--- config.mk ---
export PLATFORM = sky130hd
export DESIGN_NAME = mem_arbiter
export DESIGN_NICKNAME = d
export VERILOG_FILES = /design/src/rtl/mem_arbiter.sv
export SDC_FILE = /design/constraint.sdc
export NUM_CORES = 1
export LEC_CHECK = 0
export ABC_CLOCK_PERIOD_IN_PS = 2000
export BUFFER_PORTS_ARGS = -buffer_cell sky130_fd_sc_hd__buf_4
export CAP_MARGIN = 15
export CORE_AREA = 10 10 118 120
export CTS_CLUSTER_DIAMETER = 40
export DETAILED_ROUTE_END_ITERATION = 8
export DIE_AREA = 0 0 128 130
export PLACE_DENSITY = 0.81
export SLEW_MARGIN = 10
export SYNTH_ARGS = -nofsm -noshare
export SYNTH_HDL_FRONTEND = slang
export SYNTH_SLANG_ARGS = --single-unit
export TNS_END_PERCENT = 50
--- constraint.sdc ---
create_clock -name clock -period 2 [get_ports clock]
set_clock_uncertainty 0.2 [all_clocks]
set_input_delay 0.4 -clock clock [delete_from_list [all_inputs] [get_ports clock]]
set_output_delay 0.4 -clock clock [all_outputs]
set_load 0.1 [all_outputs]
--- src/rtl/mem_arbiter.sv ---
// Two-port arbiter in front of the single-port memory; one access at a time.
// Optional macro MEM_ARB_ROUND_ROBIN_EN selects round-robin over fixed priority.
module mem_arbiter #(
   parameter int XLEN         = 32,
   parameter int READ_LATENCY = 2
) (
   input  logic            clock,
   input  logic            reset,
   input  logic            req0_valid,
   input  logic            req0_write,
   input  logic [XLEN-1:0] req0_addr,
   input  logic [XLEN-1:0] req0_wdata,
   input  logic [1:0]      req0_wwidth,
   output logic            req0_ready,
   output logic            req0_rvalid,
   output logic [XLEN-1:0] req0_rdata,
   input  logic            req1_valid,
   input  logic            req1_write,
   input  logic [XLEN-1:0] req1_addr,
   input  logic [XLEN-1:0] req1_wdata,
   input  logic [1:0]      req1_wwidth,
   output logic            req1_ready,
   output logic            req1_rvalid,
   output logic [XLEN-1:0] req1_rdata,
   output logic [XLEN-1:0] mem_addr,
   output logic            mem_wenable,
   output logic [XLEN-1:0] mem_wdata,
   output logic [1:0]      mem_wwidth,
   input  logic [XLEN-1:0] mem_rdata
);

   localparam int CW = (READ_LATENCY > 0) ? $clog2(READ_LATENCY + 1) : 1;
   // cnt holds the hold cycles still owed after the first READ cycle
   localparam logic [CW-1:0] CNT_LOAD =
      (READ_LATENCY > 0) ? CW'(READ_LATENCY - 1) : '0;
   localparam logic [0:0] S_IDLE = 1'b0;
   localparam logic [0:0] S_READ = 1'b1;

   logic [0:0]      state;
   logic [CW-1:0]   cnt;
   logic [XLEN-1:0] addr_q;
   logic            owner_q;
   logic [XLEN-1:0] rdata0_q;
   logic [XLEN-1:0] rdata1_q;
   logic            rvalid0_q;
   logic            rvalid1_q;

   logic            any_valid;
   logic            accept;
   logic            sel1;
   logic            w_write;
   logic [XLEN-1:0] w_addr;
   logic [XLEN-1:0] w_wdata;
   logic [1:0]      w_wwidth;
   logic            cap_en;
   logic            cap_owner;

`ifdef MEM_ARB_ROUND_ROBIN_EN
   logic last_grant;

   assign sel1 = req1_valid & (~req0_valid | ~last_grant);

   always_ff @(posedge clock or negedge reset) begin
      if (!reset) begin
         last_grant <= 1'b1;
      end else if (accept) begin
         last_grant <= sel1;
      end
   end
`else
   assign sel1 = req1_valid & ~req0_valid;
`endif

   assign any_valid  = req0_valid | req1_valid;
   assign accept     = reset & (state == S_IDLE) & any_valid;
   assign req0_ready = accept & ~sel1;
   assign req1_ready = accept & sel1;

   always_comb begin
      w_write  = req0_write;
      w_addr   = req0_addr;
      w_wdata  = req0_wdata;
      w_wwidth = req0_wwidth;
      if (sel1) begin
         w_write  = req1_write;
         w_addr   = req1_addr;
         w_wdata  = req1_wdata;
         w_wwidth = req1_wwidth;
      end
   end

   always_comb begin
      mem_addr    = '0;
      mem_wenable = 1'b0;
      mem_wdata   = '0;
      mem_wwidth  = '0;
      if (accept) begin
         mem_addr    = w_addr;
         mem_wenable = w_write;
         mem_wdata   = w_wdata;
         mem_wwidth  = w_wwidth;
      end else if (reset && state == S_READ) begin
         mem_addr = addr_q;
      end
   end

   // Zero latency captures straight out of the accept cycle
   always_comb begin
      cap_en    = 1'b0;
      cap_owner = owner_q;
      unique case (1'b1)
         (state == S_READ): begin
            cap_en = (cnt == '0);
         end
         (state == S_IDLE): begin
            cap_en    = (READ_LATENCY == 0) & accept & ~w_write;
            cap_owner = sel1;
         end
         default: ;
      endcase
   end

   always_ff @(posedge clock or negedge reset) begin
      if (!reset) begin
         state   <= S_IDLE;
         cnt     <= '0;
         addr_q  <= '0;
         owner_q <= 1'b0;
      end else begin
         case (state)
            S_IDLE: begin
               if (accept && !w_write) begin
                  addr_q  <= w_addr;
                  owner_q <= sel1;
                  if (READ_LATENCY != 0) begin
                     cnt   <= CNT_LOAD;
                     state <= S_READ;
                  end
               end
            end
            S_READ: begin
               if (cnt != '0) begin
                  cnt <= cnt - CW'(1);
               end else begin
                  state <= S_IDLE;
               end
            end
            default: state <= S_IDLE;
         endcase
      end
   end

   always_ff @(posedge clock or negedge reset) begin
      if (!reset) begin
         rdata0_q  <= '0;
         rdata1_q  <= '0;
         rvalid0_q <= 1'b0;
         rvalid1_q <= 1'b0;
      end else begin
         rvalid0_q <= cap_en & ~cap_owner;
         rvalid1_q <= cap_en & cap_owner;
         if (cap_en && !cap_owner) begin
            rdata0_q <= mem_rdata;
         end
         if (cap_en && cap_owner) begin
            rdata1_q <= mem_rdata;
         end
      end
   end

   assign req0_rvalid = rvalid0_q;
   assign req1_rvalid = rvalid1_q;
   assign req0_rdata  = rdata0_q;
   assign req1_rdata  = rdata1_q;

endmodule

# [After elaboration in Yosys (flattened, before gate mapping)]
# Index checks and enable logic that the tools add are counted.
[classes] addsub=1 n_eq_ne=2 mux=17 n_bitwise=12 reduce_logical=10
[op_table] op="32-bit two-way mux" count=5
[op_table] op="2-bit two-way mux" count=4
[op_table] op="1-bit AND" count=7
[op_table] op="1-bit two-way mux" count=6
[op_table] op="1-bit logical AND" count=4
[op_table] op="2-bit by 1-bit inequality test with 1-bit output, second input constant" count=2
[op_table] op="1-bit NOT" count=4
[op_table] op="2-bit one-hot mux with 2 select lines" count=1
[op_table] op="2-bit AND reduction" count=2
[op_table] op="1-bit logical NOT" count=2
[op_table] op="2-bit logical NOT" count=1
[op_table] op="1-bit one-hot mux with 2 select lines" count=1
[op_table] op="2-bit nonzero test" count=1
[op_table] op="2-bit by 1-bit subtractor with 2-bit output, second input constant" count=1
[op_table] op="1-bit bitwise OR" count=1
[totals] reg_bits=102 input_bits=170 output_inout_bits=135 wordCells=50

# [Logic depth before layout (Yosys ltp)]
# Gate-level depths: netlist (run 1).
[logic_depth] word_depth=7 depth_mapped=5 ltp_nobuf=5

# [Worst setup path before layout (run 1)]
# Ideal clock, no wire load.
[synth_path] path_kind="register -> output" startpoint="register state" endpoint="output mem_addr[10]" arrival_ps=3067 t_required_ps=1400 setup_slack_ps=-1667 stages_incl_launch_ff=5 path_buffers=1 path_cell_list="dfrtp_1 > nor2b_1 > o21ai_1 > clkbuf_1 > o21ai_0"
[synth_between] elab_chain_len=4 word_cells_on_any_way=6 cone_classes="2 x mux; 3 x bitwise; 1 x reduce/logical"
[synth_rtl] item="start: declaration" line="39" rtl="logic [0:0] state;"
[synth_rtl] item="start signal: assignment" line="125" rtl="state <= S_IDLE;"
[synth_rtl] item="start signal: assignment" line="137" rtl="state <= S_READ;"
[synth_rtl] item="start signal: assignment" line="145" rtl="state <= S_IDLE;"
[synth_rtl] item="1-bit NOT (no line)"
[synth_rtl] item="1-bit AND (2 in a row)" line="75" rtl="assign accept = reset & (state == S_IDLE) & any_valid;"
[synth_rtl] item="32-bit two-way mux *" line="97" rtl="if (accept) begin"
[synth_rtl] item="end: declaration" line="25" rtl="output logic [XLEN-1:0] mem_addr,"
# Mark *: on every way between the ends. The rest lies on a longest branch, timed or not.

# [Final worst setup path (run 1)]
[layout_path] startpoint="register state" endpoint="output mem_addr[16]"
# Same word-level chain as after synthesis.

==> results of run 1 <==
-- repair_timing --
action                                  in CTS  in global routing
endpoints found under the hold margin        4                  0
hold buffers                                 2                  0
cloned                                       1                  2
pin swaps                                    4                 27
endpoints found under the setup margin      69                 69
resized for setup                          220                 16
buffers inserted                             1                  0
-- worst min path at each step --
stage	start	end	slack, ps
5_1_grt	reset	addr_q[15]$_DFFE_PN0P_	60
3_5_place_dp	reset	addr_q[11]$_DFFE_PN0P_	140
6_report	reset	addr_q[17]$_DFFE_PN0P_	9
2_1_floorplan	reset	addr_q[0]$_DFFE_PN0P_	-100
3_3_place_gp	reset	state$_DFF_PN0_	130
4_1_cts	reset	addr_q[23]$_DFFE_PN0P_	40
-- layer usage --
metal | wire [um] | up-vias | GRT usage, %
li1 | - | 2157 | -
met1 | 8340 | 2533 | 25.7
met2 | 12700 | 390 | 46.8
met3 | 2810 | 98 | 10.0
met4 | 1450 | 0 | 12.1
met5 | 0 | - | 0
-- registers in the layout (all words and copies together), names as in the netlist --
| name | flops |
|---|---|
| req1_rvalid | 1 |
| req1_rdata | 32 |
| cnt | 2 |
| owner_q | 1 |
| req0_rvalid | 1 |
| state | 1 |
| addr_q | 32 |
| req0_rdata | 32 |
-- cell type report --
type	count	area, um^2	area share, %
timing repair buffer	365	3800	38.5
multi-input combinational	249	2900	29.3
sequential	102	2550	25.8
clock buffer	9	225	2.28
tap	147	184	1.86
inverter	37	139	1.41
clock inverter	7	72.6	0.735
antenna	4	10.0	0.101
-- worst reg2reg max path, delay by kind of cell (launching register included) --
kind            cells  cell delay, ps
flops               1             410
mux                 1             360
buf+inv             2             350
compound gates      1             210
simple gates        1             170
-- per-stage QoR --
stage	power, W	utilization [%]	setup TNS [ps]	area, um^2	cells
5_1_grt	0.0190	84.4	-23160	9880	920
6_report	0.0184	84.4	-21050	9880	920
3_3_place_gp	0.0152	71.8	-9700	8410	894
2_1_floorplan	0.0127	-	-8680	5680	417
4_1_cts	0.0181	83.0	-17850	9720	914
3_5_place_dp	0.0154	71.8	-10910	8410	894
-- logic make-up (layout without fill, tap and decap cells) --
logic type      count (synthesis)  after routing  synth area share (%)
compound gates                 71             71                  9.74
fa+ha+maj                       1              1                 0.249
buf+inv                        66            418                  7.30
flops                         102            102                  50.8
mux                           129            129                  27.3
other cells                     0              4                     0
simple gates                   48             48                  4.61
-- cell usage in the layout (no fill, tap or decap), types with 2 or more instances in the layout --
cell,instances
inv_1,37
a22o_4,32
mux2i_1,37
o21ai_4,33
nand2b_1,2
buf_12,80
dlygate4sd3_1,2
diode_2,4
buf_4,280
mux2_2,64
nand2_1,34
dfrtp_1,102
inv_6,2
nand3_2,2
a22o_2,2
clkbuf_16,11
inv_8,2
mux2i_2,27
-- power by group --
part	switching (W)	internal, W	total, W
Combinational	0.00928	0.00361	0.0129
Clock	0.000854	0.000885	0.00174
Sequential	0.000653	0.00311	0.00376
==> impl_results.md, run 1 <==
* Gr usage total at between 20% and 30%
* Die width at about 130 um
* Remaining antenna violation count after routing at 0
* R2R depth at 5
* DRT iter0 DRCs at about 400
* Library cells used by synthesis at 25
* CTS tree: built
* Area contributors post-synth: dfrtp_1 (51%), mux2_2 (14%), mux2i_1 (13%)
* Core area at 11700 um^2
* Count leader, synth: dfrtp_1
* Share of cells above drive strength 1 at between 70% and 80%
* Worst setup margin at -373 ps
* Worst r2r src: state$_DFF_PN0_
* Number of global-route vias before repair at about 5.6k
* Critical path capture point type: output port
* Layout area overhead at 96.7%
* Slowest cell delay on critical path at about 410 ps
* CP Data Required Time at between 1000 and 1500 ps
* Reg-to-reg endpoint: addr_q[14]$_DFFE_PN0P_
* Full die area at 16600 um^2
* Crit path max-delay family: buffers and inverters
* Post-synth top flop: dfrtp_1
* Minimum clock period at 2370 ps
* Largest net degree at the start of global routing at 52
* Worst path slowest cell: dfrtp_1
* Final worst-path cycle share at 119%
* Crit Path Max Fanout at 10
* Drt pass-1 iters at 5
* Crit path to: mem_addr[16]
* Max-slew headroom at 57.2%
* Worst-Skew Late Latency at 340 ps
* F_max at 421 MHz
* Hold Slack at 9.38 ps
* Syn_nets at between 500 and 600
* Drt drc at 0
* Outcome: finished, violations left
* Final wirelength at 25300 um
* Max_cap viols at 0
* Slew Limit Fails at 0
* Detail-routed net length per standard cell at ~28 um
* Unrepaired setup endpoints after global routing: true
* Top cell type's share of synthesized area at 50.8%
* Most area-hungry cell type in the Yosys netlist: dfrtp_1
* Gate Count Post-Synth at around 420
* Actual slew at the worst max-slew pin at 643 ps
* Clk slew on worst S/H paths at roughly 80 ps
* Antenna violations before repair at 4
* PD cells at around 1900 nW/um^2
* Leakage Power at roughly 4.7 nW
* Top cells by count, synth: dfrtp_1 (102), mux2i_1 (65), mux2_2 (64), inv_1 (37)
* Critical Path Start: state$_DFF_PN0_
* Critical Path AT at around 1800 ps
* Buffers on Ports at between 300 and 400
* Register area share after synthesis at 50.8%
* Violated checks: setup timing
* Via count at between 5k and 6k
* Clock root buffer: clkbuf_16
* DR vias/cell at around 5.6
* Finish-stage setup viols at between 60 and 70
* Final nets at 935
* Final RePlAce weighted congestion at just under 0.9
* First-pass GRT wire length at roughly 33000 um
* Die height at roughly 130 um
* Yosys reg bits at ~100
* CP Class: flip-flop to output port
* EDFF count, synth at 0
* Pre-CTS WS at -263 ps
* Grt ovf at 0
* Max rail drop VDD at ~0.0020 V
* Min-delay worst type: primary input to asynchronous set/reset pin
* Synth Area per Inst at approximately 12 um^2
* Io pins at between 300 and 400
* Fill cell count at roughly 560
* R2R setup slack at 180 ps
* WP depth at 6
* Initial Util at a little over two fifths
* Syn Std Cell Area at around 5000 um^2
* Clock sinks at approximately 100
* Worst Path Buf+Inv at 3
* Critical Path Source Type: flip-flop
* Final hold violation count at 0
* Hpwl dp at about 16000 um
* Clk buf depth at 2
* TritonCTS buffer count at 9
* # H-tree levels at 3
* Post-synth ARST share at 100%
* Syn. warnings at 0
* Critical path cell sequence: nor2b_2, buf_4, o21ai_4, buf_12, o21ai_4, buf_12
* Num rows at 40
No activity file was read; power rests on OpenSTA's default activity.
==> inputs of run 2 (changes only) <==
CORE_AREA = 2 2 117 119   (was 10 10 118 120)
DIE_AREA = 0 0 119 121   (was 0 0 128 130)
GPL_ROUTABILITY_DRIVEN = 0   (was default)
PLACE_DENSITY = 0.72   (was 0.81)
REMOVE_ABC_BUFFERS = 1   (was default)
==> impl_results.md, run 2 (synthesis results as in run 1) <==
* Largest net degree at the start of global routing at 59 (+13%)
* Crit Path Max Fanout at 18 (+8)
* Remaining antenna violation count after routing at 0 (unchanged)
* Worst-Skew Late Latency at 340 ps (about the same)
* DRT iter0 DRCs at 251 (-35%)
* Io pins at 305 (unchanged)
* Layout area overhead at 79.0%
* Initial Util at 38.4% (-4.5 points)
* Critical path capture point type: output port
* Min-delay worst type: primary input to asynchronous set/reset pin
* CP Class: flip-flop to output port
* Inserted Diodes at 0 (-4)
* Final nets at 923 (-1.3%)
* Minimum clock period at 2400 ps (+27.5 ps)
* Clk buf depth at 2 (unchanged)
* Final worst-path cycle share at 120% (+1.4 points)
* Detail-routed net length per standard cell at 18.5 um (-33%)
* Gr usage total at 21.8% (-4.1 points)
* Final wirelength at 17300 um (-32%)
* Fill cell count at 952 (+72%)
* R2R depth at 5 (unchanged)
* Hpwl dp at 11900 um (-25%)
* CTS tree: built
* TritonCTS buffer count at 9 (unchanged)
* Share of cells above drive strength 1 at 62.0% (-9.0 points)
* Max-slew headroom at 50.2% (-7.0 points)
* Met1 usage at 26.2% (+0.48 points)
* Slew Limit Fails at 0 (unchanged)
* GR peak layer: met2
* Clock sinks at 102 (unchanged)
* TNS Setup at -19850 ps (+1200 ps)
* First-pass GRT wire length at 24900 um (-25%)
* CP Data Required Time at 1400 ps (about the same)
* Final hold violation count at 0 (unchanged)
* Outcome: finished, violations left
* Critical Path AT at 1800 ps (+30 ps)
* Global Route met3 Usage at 8.36% (-1.7 points)
* F_max at 417 MHz (-1.1%)
* Grt ovf at 0 (unchanged)
* Pre-CTS WS at -207 ps (+56.1 ps)
* Via count at 4556 (-12%)
* Post-CTS setup buffers at 0 (-1)
* GR Layer Usage met2 at 35.8% (-11 points)
* Drt pass-1 iters at 4 (-1)
* Die height at 121 um (-6.9%)
* Num rows at 42 (+5.0%)
* Critical Path Source Type: flip-flop
* # H-tree levels at 3 (unchanged)
* Die width at 119 um (-7.0%)
* Cts hold-fix bufs at 0 (-2)
* Drt drc at 0 (unchanged)
* Unrepaired setup endpoints after global routing: true
* Buffers on Ports at 304 (unchanged)
* Finish-stage setup viols at 69 (unchanged)
* Antenna violations before repair at 0 (-4)
* Dpl cells at 915 (+2.3%)
* Clock root buffer: clkbuf_16
* Clk slew on worst S/H paths at 70 ps (about the same)
* DR vias/cell at 4.89 (-13%)
* Actual slew at the worst max-slew pin at 748 ps (+105 ps)
* Most common cell after layout, fill and taps aside: buf_4
* Number of global-route vias before repair at 4782 (-14%)
* Core area at 13100 um^2 (+12%)
* Violated checks: setup timing
* Commonest cells after routing, fill and taps aside: buf_4 (272), dfrtp_1 (102), mux2i_1 (65), mux2_2 (64), buf_12 (47)
* Post-Layout Cell Count at 932 (+1.3%)
* Worst setup margin at -401 ps (-27.5 ps)
* Max_cap viols at 0 (unchanged)
* Full die area at 14400 um^2 (-13%)
==> run 2: layer usage <==
metal | routed length, um | up-vias
li1 | - | 2123
met1 | 6690 | 2219
met2 | 8870 | 189
met3 | 1360 | 25
met4 | 374 | 0
met5 | 0 | -
==> run 2: what timing repair did <==
action                                  CTS  global route
endpoints found under the setup margin   69            69
pin swaps                                 0             0
gates cloned                              0             2
gates resized for setup                 140            63
==> run 2: layout make-up <==
type | instances | area, um^2 | share of cell area, %
timing repair buffer | 353 | 3430 | 38.1
sequential | 102 | 2550 | 28.4
multi-input combinational | 249 | 2350 | 26.2
clock buffer | 9 | 225 | 2.51
tap | 176 | 220 | 2.45
inverter | 37 | 139 | 1.54
clock inverter | 6 | 70.1 | 0.779
==> run 2: final timing paths <==
| kind | slack (ps) | startpoint | to |
|---|---|---|---|
| worst max-delay path | -400 | state$_DFF_PN0_ | mem_wdata[15] |
| worst min-delay path | 90 | reset | addr_q[7]$_DFFE_PN0P_ |
| worst max register to register | 180 | cnt[0]$_DFFE_PN0P_ | req0_rdata[2]$_DFFE_PN0P_ |
| worst min register to register | 310 | req1_rdata[5]$_DFFE_PN0P_ | req1_rdata[5]$_DFFE_PN0P_ |
| max in group asynchronous | 340 | reset | addr_q[2]$_DFFE_PN0P_ |
| min in group clock | 90 | mem_rdata[6] | req0_rdata[6]$_DFFE_PN0P_ |
==> run 2: critical path, stage by stage, from the launching register on <==
cell and delay, ps:
dfrtp_1 400, buf_6 130, and4bb_4 340, clkbuf_16 200, a22o_1 200, buf_12 190
==> run 2: metrics by stage <==
step | hold slack (ps) | util [%] | area (um^2)
5_1_grt | 77.5 | 68.7 | 8990
3_3_place_gp | 289 | 59.5 | 7780
2_1_floorplan | -95.6 | - | 4800
3_5_place_dp | 293 | 59.5 | 7780
6_report | 90.9 | 68.7 | 8990
4_1_cts | 78.4 | 66.2 | 8660
Power of run 2 is not shown: default switching activity piles up to over one toggle a cycle in this logic, so the estimate is an artifact.
==> inputs of run 3 (changes only) <==
CORE_AREA = 2 2 141 88   (was 2 2 117 119)
DIE_AREA = 0 0 143 90   (was 0 0 119 121)
PLACE_DENSITY = 0.81   (was 0.72)
==> impl_results.md, run 3 (synthesis results as in run 1) <==
* Hpwl dp at 12300 um (+3.9%)
* Actual slew at the worst max-slew pin at 668 ps (-80.0 ps)
* Clk slew on worst S/H paths at 70 ps (about the same)
* # H-tree levels at 3 (unchanged)
* CP Class: flip-flop to output port
* First-pass GRT wire length at 26600 um (+7.0%)
* Worst r2r src: state$_DFF_PN0_
* Minimum clock period at 2390 ps (-5.69 ps)
* CP Data Required Time at 1400 ps (about the same)
* Most common cell after layout, fill and taps aside: buf_4
* CTS tree: built
* Post-layout util at 81.9% (+13 points)
* Io pins at 305 (unchanged)
* Leakage Power at between 4 and 5 nW
* Dpl cells at 902 (-1.4%)
* Buffers on Ports at 304 (unchanged)
* DR vias/cell at 5.21 (+6.7%)
* Number of global-route vias before repair at 5164 (+8.0%)
* Finish-stage setup viols at 69 (unchanged)
* Final nets at 931 (+0.87%)
* Critical Path Source Type: flip-flop
* Unrepaired setup endpoints after global routing: true
* PD cells at between 1500 and 2000 nW/um^2
* Grt ovf at 0 (unchanged)
* Max rail drop VDD at about 0.0016 V
* Layout area overhead at 90.4%
* Die height at 90 um (-26%)
* Largest net degree at the start of global routing at 52 (-12%)
* TritonCTS buffer count at 9 (unchanged)
* Worst-Skew Late Latency at 330 ps (about the same)
* Max-slew headroom at 55.5% (+5.3 points)
* Remaining antenna violation count after routing at 0 (unchanged)
* Critical Path Start: state$_DFF_PN0_
* Commonest cells after routing, fill and taps aside: buf_4 (274), dfrtp_1 (101), buf_12 (74), mux2_2 (64), mux2i_1 (63)
* Inserted Diodes at 0 (unchanged)
* Num rows at 31 (-26%)
* Critical Path AT at 1790 ps (about the same)
* Slew Limit Fails at 0 (unchanged)
* Clk buf depth at 2 (unchanged)
* Core area at 11700 um^2 (-11%)
* Die width at 143 um (+20%)
* Max_cap viols at 0 (unchanged)
* Share of cells above drive strength 1 at 68.5% (+6.5 points)
* Final wirelength at 19900 um (+15%)
* Crit Path Max Fanout at 8 (-10)
* Final hold violation count at 0 (unchanged)
* Antenna violations before repair at 0 (unchanged)
* Full die area at 12900 um^2 (-11%)
* Initial Util at 43.0% (+4.6 points)
* Violated checks: setup timing
* Clock sinks at 102 (unchanged)
* F_max at 418 MHz (+0.24%)
* Detail-routed net length per standard cell at 21.4 um (+15%)
* Gr usage total at 26.4% (+4.5 points)
* Final worst-path cycle share at 120% (-0.28 points)
* Via count at 4849 (+6.4%)
* Drt drc at 0 (unchanged)
* Min-delay worst type: primary input to asynchronous set/reset pin
* Worst setup margin at -395 ps (+5.69 ps)
* Post-Layout Cell Count at 930 (-0.21%)
* Outcome: finished, violations left
* Critical path capture point type: output port
* Drt pass-1 iters at 4 (unchanged)
* DRT iter0 DRCs at 194 (-23%)
* Clock root buffer: clkbuf_16
-- run 3: cell type report --
| class | count | area, um^2 |
|---|---|---|
| fill | 635 | 2110 |
| sequential | 102 | 2550 |
| clock buffer | 11 | 243 |
| inverter | 37 | 139 |
| multi-input combinational | 249 | 2610 |
| tap | 165 | 206 |
| clock inverter | 5 | 41.3 |
| timing repair buffer | 361 | 3770 |
-- run 3: through the flow --
stage	power [W]	setup WS (ps)	TNS (ps)	area (um^2)	hold slack (ps)
3_3_place_gp	0.0146	-248	-9890	7740	152
3_5_place_dp	0.0149	-259	-12420	7740	167
6_report	0.0180	-395	-22210	9560	67.4
5_1_grt	0.0186	-430	-25000	9560	86.9
4_1_cts	0.0173	-353	-19620	8870	80.1
2_1_floorplan	0.0121	-2560	-134440	4800	-95.6
-- run 3: repair_timing --
| action | CTS | global route |
|---|---|---|
| endpoints found under the setup margin | 69 | 69 |
| gates resized for setup | 200 | 109 |
| pin swaps | 2 | 9 |
| setup buffers | 1 | 4 |
| gates cloned | 2 | 4 |
| hold buffers | 1 | 0 |
| endpoints found under the hold margin | 4 | 0 |
-- run 3: final timing paths --
kind	endpoint	slack (ps)	cells past startpoint
worst min register to register	req0_rdata[7]$_DFFE_PN0P_	310	1
worst max-delay path	mem_addr[18]	-390	7
max in group asynchronous	req1_rdata[7]$_DFFE_PN0P_	450	3
worst min-delay path	addr_q[4]$_DFFE_PN0P_	70	2
min in group clock	req0_rdata[23]$_DFFE_PN0P_	110	2
worst max register to register	req1_rdata[24]$_DFFE_PN0P_	100	6
-- run 3: power breakdown --
group / switching (W) / internal (W)
sequential: 0.000647 / 0.00311
clock: 0.000773 / 0.000891
combinational: 0.00906 / 0.00354
total: 0.0105 / 0.00754
-- run 3: critical path, cell delays in order (launching register included) --
cell	delay, ps
dfrtp_2	410
buf_4	130
buf_6	80
and2_4	230
clkbuf_16	200
nand2_1	60
o21ai_1	90
buf_6	250
-- run 3: layer usage --
| metal | part of all wire (%) | GRT usage, % |
|---|---|---|
| met5 | 0 | 0 |
| met2 | 53 | 48.6 |
| met4 | 4.1 | 9.82 |
| met3 | 7.7 | 8.26 |
| met1 | 35 | 28.0 |
